--- src/rtl/branch_pkg.sv ---
// Shared encodings for the branch predictor pattern history table.
package branch_pkg;

    typedef logic [1:0] ctr_t;

    localparam ctr_t CTR_SNT   = 2'b00;
    localparam ctr_t CTR_WNT   = 2'b01;
    localparam ctr_t CTR_WT    = 2'b10;
    localparam ctr_t CTR_ST    = 2'b11;
    localparam ctr_t CTR_RESET = CTR_WNT;

    typedef enum logic {
        ST_INIT = 1'b0,
        ST_RUN  = 1'b1
    } state_t;

    // Saturating two-bit counter step toward the resolved direction.
    function automatic ctr_t ctr_train(input ctr_t c, input logic taken);
        case (c)
            CTR_SNT: return taken ? CTR_WNT : CTR_SNT;
            CTR_WNT: return taken ? CTR_WT  : CTR_SNT;
            CTR_WT:  return taken ? CTR_ST  : CTR_WNT;
            default: return taken ? CTR_ST  : CTR_WT;
        endcase
    endfunction

endpackage

--- src/rtl/branch_pht_ram.sv ---
// Simple dual-port counter storage: synchronous read-first read port, one write port.
module pht_ram
    import branch_pkg::*;
#(
    parameter int INDEX_BITS = 6
) (
    input  logic                  clk,
    input  logic                  rd_en,
    input  logic [INDEX_BITS-1:0] rd_addr,
    output ctr_t                  rd_data,
    input  logic                  wr_en,
    input  logic [INDEX_BITS-1:0] wr_addr,
    input  ctr_t                  wr_data
);

    ctr_t mem [2 ** INDEX_BITS];

    // NOTE: the array has no reset so it can map onto block RAM; the owner sweeps it instead.
    always_ff @(posedge clk) begin
        if (rd_en) rd_data <= mem[rd_addr];
        if (wr_en) mem[wr_addr] <= wr_data;
    end

endmodule

--- src/rtl/branch_pht.sv ---
// Pattern history table of two-bit counters with a reset-time init sweep.
// Define BRANCH_PHT_GSHARE_EN to XOR the index with a global history register.
module branch_pht
    import branch_pkg::*;
#(
    parameter int INDEX_BITS = 6,
    parameter int HIST_BITS  = 6
) (
    input  logic                  clk,
    input  logic                  reset,
    input  logic [31:0]           pc_in,
    input  logic                  lookup_en,
    output logic                  prediction,
    output logic [INDEX_BITS-1:0] pred_index,
    input  logic                  update_en,
    input  logic [INDEX_BITS-1:0] update_index,
    input  logic                  actual_taken,
    output logic                  ready
);

    localparam int ENTRIES = 2 ** INDEX_BITS;
    typedef logic [INDEX_BITS-1:0] idx_t;

    state_t state_q, state_d;
    idx_t   init_cnt;
    logic   in_init;
    logic   upd_go;
    idx_t   lk_idx;
    logic   pc_unused;

    // Update pipeline: read at the update edge, write-back one edge later.
    logic   s1_v, s1_taken;
    idx_t   s1_idx;
    ctr_t   upd_rd, upd_cur, upd_next;
    logic   last_w_v;
    idx_t   last_w_idx;
    ctr_t   last_w_ctr;

    logic   wr_en;
    idx_t   wr_addr;
    ctr_t   wr_data;

    logic   lk_fresh, lk_run, pred_q, lk_taken, lk_ctr_unused;
    ctr_t   lk_rd, lk_ctr;

    if (HIST_BITS < 1 || HIST_BITS > INDEX_BITS) begin : g_hist_check
        $error("branch_pht: HIST_BITS must be in 1..INDEX_BITS");
    end

    assign pc_unused = ^{pc_in[31:INDEX_BITS+2], pc_in[1:0]};
    assign upd_go    = update_en & (state_q == ST_RUN);

`ifdef BRANCH_PHT_GSHARE_EN
    logic [HIST_BITS-1:0] ghr;

    assign lk_idx = pc_in[INDEX_BITS+1:2] ^ idx_t'(ghr);

    // Non-speculative history; the lookup above hashes the pre-shift value.
    always_ff @(posedge clk) begin
        if (reset)       ghr <= '0;
        else if (upd_go) ghr <= HIST_BITS'({ghr, actual_taken});
    end
`else
    assign lk_idx = pc_in[INDEX_BITS+1:2];
`endif

    // NOTE: sequential state uses non-blocking assignments so every register samples pre-edge values.
    always_ff @(posedge clk) begin
        if (reset) state_q <= ST_INIT;
        else       state_q <= state_d;
    end

    // NOTE: the default assignment first keeps this block free of inferred latches.
    always_comb begin
        state_d = state_q;
        case (state_q)
            ST_INIT: if (init_cnt == idx_t'(ENTRIES - 1)) state_d = ST_RUN;
            ST_RUN:  state_d = ST_RUN;
            default: state_d = ST_INIT;
        endcase
    end

    always_comb begin
        in_init = (state_q == ST_INIT);
        ready   = (state_q == ST_RUN);
    end

    always_ff @(posedge clk) begin
        if (reset)        init_cnt <= '0;
        else if (in_init) init_cnt <= init_cnt + idx_t'(1);
    end

    always_ff @(posedge clk) begin
        if (reset) begin
            s1_v       <= 1'b0;
            s1_idx     <= '0;
            s1_taken   <= 1'b0;
            last_w_v   <= 1'b0;
            last_w_idx <= '0;
            last_w_ctr <= CTR_RESET;
        end else begin
            s1_v       <= upd_go;
            s1_idx     <= update_index;
            s1_taken   <= actual_taken;
            last_w_v   <= s1_v;
            last_w_idx <= s1_idx;
            last_w_ctr <= upd_next;
        end
    end

    // The RAM is read-first, so the previous edge's write must be forwarded.
    assign upd_cur  = (last_w_v && last_w_idx == s1_idx) ? last_w_ctr : upd_rd;
    assign upd_next = ctr_train(upd_cur, s1_taken);

    always_comb begin
        wr_en   = 1'b0;
        wr_addr = s1_idx;
        wr_data = upd_next;
        if (!reset) begin
            if (in_init) begin
                wr_en   = 1'b1;
                wr_addr = init_cnt;
                wr_data = CTR_RESET;
            end else begin
                wr_en = s1_v;
            end
        end
    end

    // Two identical copies give lookup and update their own read port.
    pht_ram #(.INDEX_BITS(INDEX_BITS)) u_lk_ram (
        .clk     (clk),
        .rd_en   (lookup_en),
        .rd_addr (lk_idx),
        .rd_data (lk_rd),
        .wr_en   (wr_en),
        .wr_addr (wr_addr),
        .wr_data (wr_data)
    );

    pht_ram #(.INDEX_BITS(INDEX_BITS)) u_upd_ram (
        .clk     (clk),
        .rd_en   (upd_go),
        .rd_addr (update_index),
        .rd_data (upd_rd),
        .wr_en   (wr_en),
        .wr_addr (wr_addr),
        .wr_data (wr_data)
    );

    // Newest counter for the looked-up entry: same-edge update wins, then last write, then RAM.
    always_comb begin
        lk_ctr = lk_rd;
        if (s1_v && s1_idx == pred_index)              lk_ctr = upd_next;
        else if (last_w_v && last_w_idx == pred_index) lk_ctr = last_w_ctr;
    end

    assign lk_taken      = lk_run & lk_ctr[1];
    assign lk_ctr_unused = lk_ctr[0];
    assign prediction    = lk_fresh ? lk_taken : pred_q;

    always_ff @(posedge clk) begin
        if (reset) begin
            lk_fresh   <= 1'b0;
            lk_run     <= 1'b0;
            pred_q     <= 1'b0;
            pred_index <= '0;
        end else begin
            lk_fresh <= lookup_en;
            lk_run   <= ~in_init;
            if (lk_fresh)  pred_q     <= lk_taken;
            if (lookup_en) pred_index <= lk_idx;
        end
    end

endmodule
--- config.mk ---
export PLATFORM = sky130hd
export DESIGN_NAME = branch_pht
export DESIGN_NICKNAME = d
export VERILOG_FILES = /design/src/rtl/branch_pkg.sv /design/src/rtl/branch_pht_ram.sv /design/src/rtl/branch_pht.sv
export SDC_FILE = /design/constraint.sdc
export NUM_CORES = 1
export LEC_CHECK = 0
export CAP_MARGIN = 20
export CORE_MARGIN = 4
export CORE_UTILIZATION = 25
export DETAILED_ROUTE_END_ITERATION = 12
export SLEW_MARGIN = 5
export SYNTH_ARGS = -nofsm -noshare
export SYNTH_HDL_FRONTEND = slang
export SYNTH_SLANG_ARGS = --single-unit
--- constraint.sdc ---
create_clock -name clk -period 4.59 [get_ports clk]
set_clock_uncertainty 0.2 [all_clocks]
set_input_delay 1.1475 -clock clk [delete_from_list [all_inputs] [get_ports clk]]
set_output_delay 1.1475 -clock clk [all_outputs]
set_load 0.01 [all_outputs]
# Yosys cells after proc, flatten, opt, wreduce, memory -nomap -nowiden
# Memory sizes are Yosys's and may differ from the RTL's. A register that Yosys moved wholly into a read port is not among the register bits.
# Cells that the tools add are included.
# W data, S select, Z words.
dict set report word_totals {
  ff_bits 33
  mem_bits_rw 256
  in_bits 43
  out_inout_bits 8
  wordCells 47
  mem_count 2
}
dict set report classes {
  add_sub_neg 1
  n_eq_ne 6
  mux 19
  bitwise 3
  reduce_logical 4
}
# memory depth word_bits read_ports rd_clocked_by_memory_dff write_ports line
set memory_table {}
lappend memory_table {u_lk_ram.mem 64 2 1 1 1 branch_pht_ram.sv:16} ;# ctr_t mem [2 ** INDEX_BITS];
lappend memory_table {u_upd_ram.mem 64 2 1 1 1 branch_pht_ram.sv:16}
# op n
set op_table {}
lappend op_table {{$eq A6 B6 Y1} 3}
lappend op_table {{$mux W2} 7}
lappend op_table {{$mux W6} 2}
lappend op_table {{$mux W1} 8}
lappend op_table {{$add A6 B1 Y6 const B} 1}
lappend op_table {{$eq A6 B6 Y1 const B} 1}
lappend op_table {{$pmux W2 S3} 1}
lappend op_table {{$logic_and A1 B1 Y1} 3}
lappend op_table {{$and A1 B1 Y1} 2}
lappend op_table {{$eq A2 B1 Y1 const B} 1}
lappend op_table {{$eq A2 B2 Y1 const B} 1}
lappend op_table {{$logic_not A2 Y1} 1}
lappend op_table {{$pmux W1 S2} 1}
lappend op_table {{$not A1 Y1} 1}

# Depth between registers and ports, before layout
# Gate-level depths: netlist of run 1.
dict set report depth {
  ltp_word 8
  depth_mapped 8
}

# Cells and area by module
# Synthesis of run 1 repeated with hierarchy kept, for this count alone.
dict set report hier_totals {
  cells_unflattened 798
  hier_area_um2 12314.3
}
# module instances cells_each area_per_inst_um2 seq_area_each_um2
set modules_own_cells {}
lappend modules_own_cells {pht_ram 2 324 5417.7 3903.7}
lappend modules_own_cells {branch_pht 1 150 1478.9 660.6}

# Worst setup path after synthesis of run 1
# OpenSTA, ideal clock, no wires.
dict set report synth_path {
  path_type {input -> register}
  from {input reset}
  to {memory u_lk_ram.mem[55][1] (netlist name) (data pin)}
  arrival_ps 3244
  required_time_ps 3891
  slack_ps 646
  stages 4
  path_cell_list {clkbuf_1 > nor2_1 > clkbuf_1 > nor2_1}
}
dict set report synth_between {
  elab_chain_len 1
}
# item line
set synth_lines {}
lappend synth_lines {{start: declaration} branch_pht.sv:10} ;# input logic reset,
lappend synth_lines {{$mux W2} branch_pht.sv:119} ;# if (!reset) begin
lappend synth_lines {{via u_lk_ram.wr_data[1]} branch_pht_ram.sv:13} ;# input ctr_t wr_data
lappend synth_lines {{end: declaration} branch_pht_ram.sv:16}
# The timed path passes the listed nets, and every way through them passes these cells.

# Worst setup path in the final report of run 1
dict set report layout_path {
  from {register s1_idx[4]}
  to {output prediction}
}
dict set report layout_between {
  elab_chain_len 8
  word_cells_on_any_way 12
}
# item line
set layout_lines {}
lappend layout_lines {{start: declaration} branch_pht.sv:33} ;# idx_t s1_idx;
lappend layout_lines {{start signal: assignment} branch_pht.sv:103} ;# s1_idx <= update_index;
lappend layout_lines {{$eq A6 B6 Y1} branch_pht.sv:112} ;# assign upd_cur = (last_w_v && last_w_idx == s1_idx) ? last_w_ctr : upd_rd;
lappend layout_lines {{$logic_and A1 B1 Y1} branch_pht.sv:112}
lappend layout_lines {{$mux W2} branch_pht.sv:112}
lappend layout_lines {{$eq A2 B2 Y1 (tied with other cells)} branch_pkg.sv:19} ;# case (c)
lappend layout_lines {{$pmux W2 S3} branch_pkg.sv:19}
lappend layout_lines {{$mux W2 *} branch_pht.sv:154} ;# if (s1_v && s1_idx == pred_index) lk_ctr = upd_next;
lappend layout_lines {{$and A1 B1 Y1 *} branch_pht.sv:158} ;# assign lk_taken = lk_run & lk_ctr[1];
lappend layout_lines {{$mux W1 *} --}
lappend layout_lines {{end: declaration} branch_pht.sv:13} ;# output logic prediction,
# Mark *: on every way between the ends. The rest lies on a longest branch, timed or not.

==> results of run 1 <==
==> per-layer routing <==
layer,vias to the layer above,GRT usage
li1,2089,-
met1,2328,0.1478
met2,158,0.1736
met3,22,0.03365
met4,0,0.03152
met5,-,0
==> path summary, 6_finish.rpt <==
path / end / slack [ps] / depth (start not counted)
min: last_w_v / 270 / 2
max reg2reg: u_upd_ram.mem[60][1] / 1730 / 4
max: prediction / 440 / 6
min reg2reg: last_w_v / 270 / 2
==> state kept, by name, summed over array words and instances (netlist names), 2 cells and up <==
name,flops
last_w_ctr,2
s1_idx,6
u_lk_ram.mem,2
last_w_idx,6
pred_index,6
u_upd_ram.rd_data,2
u_upd_ram.mem,126
init_cnt,6
==> per-stage QoR <==
stage	cells	instance area, um2
after global routing	968	8867
after global placement	937	8244
after detailed placement	937	8244
after floorplan	536	7531
after CTS	968	8867
final	968	8867
==> power groups by stage <==
| stage | Combinational, mW | Sequential (mW) | Clock (mW) |
|---|---|---|---|
| 6_report | 0.252 | 1.64 | 1.53 |
| 5_1_grt | 0.273 | 1.64 | 1.63 |
| 4_1_cts | 0.254 | 1.64 | 1.55 |
| 3_5_place_dp | 0.253 | 1.67 | 0 |
| 3_3_place_gp | 0.252 | 1.67 | 0 |
| 2_1_floorplan | 0.170 | 1.66 | 0 |
==> logic make-up after synthesis <==
group / Yosys count
AO/OA/AOI/OAI: 41
multiplexers: 73
AND/OR/NAND/NOR: 197
XOR/XNOR: 22
adder cells (fa/ha/maj): 1
flip-flops: 164
buffers and inverters: 38
==> critical path: stages, from the launching register on <==
cell and delay [ps]:
dfxtp_1 510, xor2_1 130, nor4_1 320, nand4_1 160
or3b_2 530, a41o_1 260, clkdlybuf4s50_1 470
==> cell type report <==
class | count | share of cell area
Inverter | 7 | 0.002963
Tap cell | 390 | 0.05503
Timing Repair Buffer | 42 | 0.04177
Clock buffer | 18 | 0.04840
Sequential cell | 164 | 0.5181
Multi-Input combinational cell | 334 | 0.3118
Clock inverter | 13 | 0.02187
==> cell usage in the layout, fill, tap and decap left out, types with 5 or more instances in the layout <==
cell type,instances
nand3_1,22
clkbuf_16,17
mux2i_1,21
inv_1,7
o21ai_0,8
buf_4,18
edfxtp_1,131
clkdlybuf4s50_1,23
dfxtp_1,33
xor2_1,6
a21oi_1,7
nor2_1,86
mux4_2,42
nand3b_1,5
nand2_1,31
xnor2_1,16
mux4_1,5
mux2_2,5
nor3_1,7
inv_6,5
nor2b_1,20
==> impl_metrics.json, run 1 <==
{
  "status": "finished clean",
  "drt_first_pass_iters": 5,
  "cts_buffers": 17,
  "hp-start": "s1_v",
  "power_mw": 3.419,
  "fin_crit_sh": 0.9051,
  "antenna_found_initial": 0,
  "hold_ws_ps": 271.8,
  "clkSlewWorstSetupHoldPaths_ps": 70,
  "die_x_um": 181.6,
  "cts_hold_buffers": 0,
  "ir_drop_uv": 254.1,
  "postCtsSetupBuffers": 0,
  "final_antenna_net_count": 0,
  "swShare": 0.2257,
  "syn_nets": 580,
  "crit_type": "reg2out",
  "nFillCells": 2973,
  "crit_path_max_fanout": 7,
  "drt-met1-wl_um": 8085,
  "yosys-top-cells-count": "edfxtp_1 (131), nor2_1 (87), mux4_2 (42), dfxtp_1 (33), nand2_1 (31)",
  "pwr-share-comb": 0.074,
  "drc": 0,
  "clock_path_buffers": 2,
  "wirelength_um": 17940,
  "avgSynthCellArea_um2": 14.05,
  "gp_congestion": 0.7931,
  "relSlewSlack": 0.4310,
  "post_cts_resized": 0,
  "root_buffer": "clkbuf_16",
  "p_per_area_nw_per_um2": 385.6,
  "crit_path_end_kind": "output pin",
  "syn2layout_area_growth_pct": 17.74,
  "synthAdderAreaFrac": 0.001661,
  "clock_latency_ps": 430,
  "rows": 63,
  "io_buffers": 24,
  "arrival_ps": 2810,
  "grtUsageTotal": 0.1103,
  "synth_edf_count": 131,
  "core-area_um2": 29720,
  "p_int_mw": 2.647,
  "num_vias": 4597,
  "synth-simple-area-share": 0.1226,
  "worst_pin_slew_ps": 850.8,
  "grt_max_degree": 65,
  "synth_area_leaders": "edfxtp_1 (52%), mux4_2 (13%), dfxtp_1 (8.8%)",
  "p_switching_mw": 0.7717,
  "synth_area_um2": 7531,
  "yosys.area_share.xor_xnor": 0.02559,
  "tritoncts": "built",
  "cts_sinks": 164,
  "final_max_slew_viol_count": 0,
  "seqCellArea_um2": 4594,
  "period_minus_slack_ps": 4155,
  "synthMuxAreaShare": 0.1784,
  "yosys_warnings": 0,
  "synth_seq_cells": 164,
  "die_area_um2": 32960,
  "initial_core_util": 0.2534,
  "htree_levels": 4,
  "yosys.area.top_type_share": 0.5223,
  "synth_top_area_cell": "edfxtp_1",
  "critical_path.startpoint": "s1_idx[4]",
  "grt.overflow.total": 0,
  "synth_top_family_by_area": "multiplexers",
  "met2_wirelength_um": 8445,
  "rsz0062_at_grt": "false",
  "drt_iter0_drc": 434,
  "top_layer": "met4",
  "vias_per_cell": 4.749,
  "setup_viol": 0,
  "hold_path.class": "reg2reg",
  "io_pins": 51,
  "maxCapViolCount": 0,
  "max_freq_mhz": 240.7,
  "tns_ps": 0,
  "ys_async_sr_fraction": 0,
  "clockPowerShare": 0.448,
  "p_leak_nw": 2.845,
  "syn_inst": 536,
  "multi_input_area_um2": 2765,
  "dieHeight_um": 181.6,
  "setup_slack_ps": 435.4,
  "p_seq_frac": 0.479,
  "finalHoldViolations": 0,
  "synth-main-ff-cell": "edfxtp_1",
  "final_core_util": 0.2984,
  "grt_pass1_wl_um": 27630,
  "routedWlPerCell_um": 18.54,
  "met3WireLength_um": 1078,
  "timing.rr.start": "ready",
  "dp_slack_ps": 498.1,
  "place_hpwl_um": 12240,
  "yosysMostFrequentCell": "edfxtp_1",
  "crit_required_ps": 3240,
  "startpoint_type": "flip-flop",
  "grt_pass1_vias": 4667,
  "diodes": 0,
  "synth_cell_types": 48,
  "seq_area_frac_synth": 0.6101,
  "nets": 610,
  "synth-compound-area-share": 0.03755,
  "drive_above_1_share": 0.1782
}
Power figures use the tool's default switching activity.
==> run 2, diff against run 1 <==
--- a/config.mk
+++ b/config.mk
@@ -9,6 +9,7 @@
 export CORE_MARGIN = 4
 export CORE_UTILIZATION = 25
 export DETAILED_ROUTE_END_ITERATION = 12
+export HOLD_SLACK_MARGIN = 0.12
 export SLEW_MARGIN = 5
 export SYNTH_ARGS = -nofsm -noshare
 export SYNTH_HDL_FRONTEND = slang
==> constraint.sdc (replaced) <==
create_clock -name clk -period 4.6 [get_ports clk]
set_clock_uncertainty 0.2 [all_clocks]
set_input_delay 1.15 -clock clk [delete_from_list [all_inputs] [get_ports clk]]
set_output_delay 1.15 -clock clk [all_outputs]
set_load 0.01 [all_outputs]
==> impl_metrics.json, run 2 (synthesis gave the netlist of run 1 again) <==
{
  "gp_congestion": 0.7819,
  "num_vias": 4582,
  "dp_slack_ps": 634.2,
  "initial_core_util": 0.2534,
  "drc": 0,
  "die_area_um2": 32960,
  "grtUsageTotal": 0.1106,
  "path_delay_family": "simple AND/OR/NAND/NOR gates",
  "regMostFlops": "u_upd_ram.mem",
  "final_cells": 968,
  "cp_slowest_cell": "dfxtp_1",
  "drive_above_1_share": 0.1799,
  "cp_cell_sequence": "xor2_1 -> nor4_1 -> nand4_1 -> or3b_2 -> a41o_1 -> clkdlybuf4s50_1",
  "drt_iter0_drc": 440,
  "final_common_cell": "edfxtp_1",
  "setup_viol": 0,
  "startpoint_type": "flip-flop",
  "critPathCapture": "prediction",
  "period_minus_slack_ps": 4154,
  "io_buffers": 24,
  "grt.overflow.total": 0,
  "setup_slack_ps": 445.7,
  "grt_pass1_wl_um": 27570,
  "io_pins": 51,
  "status": "finished clean",
  "final_cell_mix": "edfxtp_1 (131), nor2_1 (86), mux4_2 (42), dfxtp_1 (33), nand2_1 (31)",
  "tritoncts": "built",
  "vias_per_cell": 4.733,
  "crit_path_end_kind": "output pin",
  "crit_type": "reg2out",
  "wirelength_um": 18030,
  "relSlewSlack": 0.4419,
  "clkSlewWorstSetupHoldPaths_ps": 70,
  "ir_drop_uv": 257.1,
  "post_cts_resized": 0,
  "clock_path_buffers": 2,
  "core-area_um2": 29720,
  "routedWlPerCell_um": 18.62,
  "cts_buffers": 17,
  "diodes": 0,
  "r2r_slack_ps": 1730,
  "crit_buf_inv": 1,
  "maxCapViolCount": 0,
  "cts_sinks": 164,
  "p_leak_nw": 2.819,
  "crit_required_ps": 3250,
  "timing.rr.start": "ready",
  "clock_latency_ps": 430,
  "grt_pass1_vias": 4624,
  "r2r_cells": 5,
  "rows": 63,
  "root_buffer": "clkbuf_16",
  "cpPeakStageDelay_ps": 530,
  "dp.cells": 936,
  "nFillCells": 2958,
  "syn2layout_area_growth_pct": 17.28,
  "timing.rr.end": "u_upd_ram.mem[49][1]",
  "max_freq_mhz": 240.7,
  "finalHoldViolations": 0,
  "largest_register_ffs": 126,
  "critical_path.startpoint": "s1_idx[1]",
  "fin_crit_sh": 0.9031,
  "cp.depth": 6,
  "antenna_found_initial": 0,
  "worst_pin_slew_ps": 834.5,
  "arrival_ps": 2800,
  "htree_levels": 4,
  "dieHeight_um": 181.6,
  "place_hpwl_um": 12300,
  "cts_hold_buffers": 0,
  "rsz0062_at_grt": "false",
  "crit_path_max_fanout": 8,
  "hold_path.class": "reg2reg",
  "nets": 609,
  "grt_max_degree": 65,
  "final_antenna_net_count": 0,
  "final_max_slew_viol_count": 0,
  "tns_ps": 0,
  "postCtsSetupBuffers": 0,
  "p_per_area_nw_per_um2": 376.3,
  "die_x_um": 181.6,
  "drt_first_pass_iters": 7
}
[run 2: changes by cell type in the layout (fill, tap and decap cells not counted), sizes merged]
| cell | change |
|---|---|
| clkinvlp | +3 |
| buf | -1 |
| bufinv | -2 |
| clkinv | +1 |
| clkbuf | -1 |
[run 2: worst min-delay path by stage]
stage          cells after the start  from  endpoint  slack, ps
5_1_grt                            2  s1_v  last_w_v        320
2_1_floorplan                      2  s1_v  last_w_v        230
6_report                           2  s1_v  last_w_v        270
3_5_place_dp                       2  s1_v  last_w_v        260
3_3_place_gp                       2  s1_v  last_w_v        260
4_1_cts                            2  s1_v  last_w_v        270
[run 2: area by class of cell]
cell class	instances	area, um2	area share
clock buffers	17	425.4	0.04817
well taps	390	488.0	0.05525
clock inverters	15	170.2	0.01927
inverters	7	26.28	0.002975
multi-input cells	334	2765	0.3131
repair buffers	41	362.8	0.04108
flip-flops and latches	164	4594	0.5202
[run 2: layer usage]
metal | vias to the layer above | track usage | part of all wire
met3 | 14 | 0.03365 | 0.075
li1 | 2099 | - | -
met5 | - | 0 | 0
met2 | 151 | 0.1791 | 0.48
met4 | 0 | 0.02642 | 0.010
met1 | 2318 | 0.1463 | 0.43
[run 2: worst min-delay path: stages, from the launching register on]
cell and delay [ps]:
dfxtp_1 300, inv_1 90, nor2_1 50
[run 2: power by group]
part           switching [mW]  internal [mW]  leakage (nW)
clock network           0.626          0.815         0.286
logic                   0.140          0.111          1.08
registers              0.0200           1.61          1.45
total                   0.786           2.54          2.82
[run 2: per-stage QoR]
stage	power [mW]	hold WS, ps	cell area [um2]	util
detailed placement	1.917	256.4	8237	0.2772
floorplan	1.828	229.4	7531	-
global route	3.438	321.3	8832	0.2972
CTS	3.348	271.9	8832	0.2972
global placement	1.915	262.4	8237	0.2772
finish	3.324	272.0	8832	0.2972
==> run 3, diff against run 2 <==
--- a/config.mk
+++ b/config.mk
@@ -9,8 +9,9 @@
 export CORE_MARGIN = 4
 export CORE_UTILIZATION = 25
 export DETAILED_ROUTE_END_ITERATION = 12
+export GPL_TIMING_DRIVEN = 0
 export HOLD_SLACK_MARGIN = 0.12
-export SLEW_MARGIN = 5
+export SLEW_MARGIN = 20
 export SYNTH_ARGS = -nofsm -noshare
 export SYNTH_HDL_FRONTEND = slang
 export SYNTH_SLANG_ARGS = --single-unit
==> impl_metrics.json, run 3 (synthesis gave the netlist of run 1 again) <==
{
  "seqCellArea_um2": 4594,
  "final_common_cell": "edfxtp_1",
  "cp.depth": 7,
  "tritoncts": "built",
  "clock_path_buffers": 2,
  "cts_buffers": 17,
  "nFillCells": 2953,
  "pwr-share-comb": 0.079,
  "cts_hold_buffers": 0,
  "drt_iter0_drc": 374,
  "status": "finished clean",
  "regMostFlops": "u_upd_ram.mem",
  "setup_viol": 0,
  "nets": 617,
  "place_hpwl_um": 12740,
  "p_per_area_nw_per_um2": 370.5,
  "final_cell_mix": "edfxtp_1 (131), nor2_1 (86), mux4_2 (42), dfxtp_1 (33), nand2_1 (31)",
  "drc": 0,
  "io_buffers": 17,
  "crit_required_ps": 3250,
  "cp_cell_sequence": "clkbuf_1 -> xnor2_1 -> nand4_1 -> o2bb2ai_1 -> or3b_2 -> a41o_1 -> clkdlybuf4s50_1",
  "relSlewSlack": 0.5320,
  "initial_core_util": 0.2534,
  "arrival_ps": 2900,
  "clock_latency_ps": 430,
  "diodes": 0,
  "startpoint_type": "flip-flop",
  "hold_path_depth": 2,
  "power_mw": 3.256,
  "final_cell_area_um2": 8787,
  "io_pins": 51,
  "antenna_found_initial": 1,
  "hold_path.class": "reg2reg",
  "cts_sinks": 164,
  "multi_input_area_um2": 2770,
  "die_x_um": 181.6,
  "vias_per_cell": 4.815,
  "swShare": 0.2292,
  "ir_drop_uv": 208.5,
  "routedWlPerCell_um": 19.07,
  "wirelength_um": 18600,
  "clkSlewWorstSetupHoldPaths_ps": 70,
  "crit_path_max_fanout": 8,
  "max_freq_mhz": 235.5,
  "worst_pin_slew_ps": 702.0,
  "drive_above_1_share": 0.1624,
  "cpPeakStageDelay_ps": 500,
  "crit_path_end_kind": "output pin",
  "grt.overflow.total": 0,
  "grt_pass1_wl_um": 28280,
  "crit_buf_inv": 2,
  "postCtsSetupBuffers": 0,
  "gp_congestion": 0.8291,
  "dieHeight_um": 181.6,
  "path_delay_family": "buffers and inverters",
  "grt_pass1_vias": 4699,
  "die_area_um2": 32960,
  "grtUsageTotal": 0.1133,
  "drt_first_pass_iters": 5,
  "final_core_util": 0.2957,
  "final_antenna_net_count": 0,
  "final_max_slew_viol_count": 0,
  "root_buffer": "clkbuf_16",
  "core-area_um2": 29720,
  "placed_area_um2": 8224,
  "rsz0062_at_grt": "false",
  "largest_register_ffs": 126,
  "htree_levels": 4,
  "syn2layout_area_growth_pct": 16.68,
  "period_minus_slack_ps": 4246,
  "post_cts_resized": 0,
  "clockPowerShare": 0.421,
  "grt_max_degree": 65,
  "fin_crit_sh": 0.9230,
  "p_switching_mw": 0.7462,
  "crit_type": "reg2out",
  "hold_ws_ps": 278.9,
  "finalHoldViolations": 0,
  "num_vias": 4695,
  "rows": 63,
  "p_int_mw": 2.510,
  "r2r_cells": 6,
  "maxCapViolCount": 0,
  "cp_slowest_cell": "or3b_2",
  "p_seq_frac": 0.500,
  "p_leak_nw": 2.778
}
-- run 3: cell types whose count changed in the layout (fill, tap and decap cells not counted), moves of 3 or more --
cell / delta
buf_1: +3
buf_2: +6
buf_4: -15
buf_6: +3
clkbuf_1: +16
clkdlybuf4s50_1: -6
clkinv_1: +3
inv_8: -3
-- run 3: cell type report --
class                   count  share of cell area
flip-flops and latches    164              0.5229
plain buffers              31             0.01766
clock inverters            14             0.01566
multi-input cells         334              0.3153
clock buffers              17             0.04841
inverters                   7            0.002990
repair buffers             18             0.02164
well taps                 390             0.05553
-- run 3: stage by stage --
step | setup TNS [ps] | setup slack (ps) | instances
floorplan | 0 | 653.9 | 536
global placement | -109350 | -1668 | 943
detailed placement | 0 | 358.0 | 944
CTS | 0 | 338.5 | 975
global route | 0 | 205.7 | 975
finish | 0 | 354.2 | 975
-- run 3: worst paths after layout --
path / slack [ps] / to / start
max: 350 / prediction / s1_idx[2]
min: 280 / last_w_v / s1_v
max reg2reg: 1570 / u_upd_ram.mem[35][0] / ready
min reg2reg: 280 / last_w_v / s1_v
-- run 3: power by group through the flow --
stage	clock network (mW)	registers [mW]	logic (mW)
floorplan	0	1.66	0.170
global placement	0	1.66	0.252
detailed placement	0	1.66	0.256
CTS	1.38	1.63	0.258
global route	1.45	1.63	0.277
finish	1.37	1.63	0.256
-- run 3: routing by layer --
| metal | vias up | part of all wire | global-route usage |
|---|---|---|---|
| li1 | 2128 | - | - |
| met4 | 2 | 0.013 | 0.03122 |
| met5 | - | 0.00059 | 0 |
| met2 | 166 | 0.49 | 0.1849 |
| met1 | 2378 | 0.44 | 0.1510 |
| met3 | 21 | 0.058 | 0.02804 |
-- run 3: tightest hold or removal path: cells and delay by family (launching register included) --
family / cells / cell delay (ps)
DFF: 1 / 300
and+or+nand+nor: 1 / 50
buffers and inverters: 1 / 90
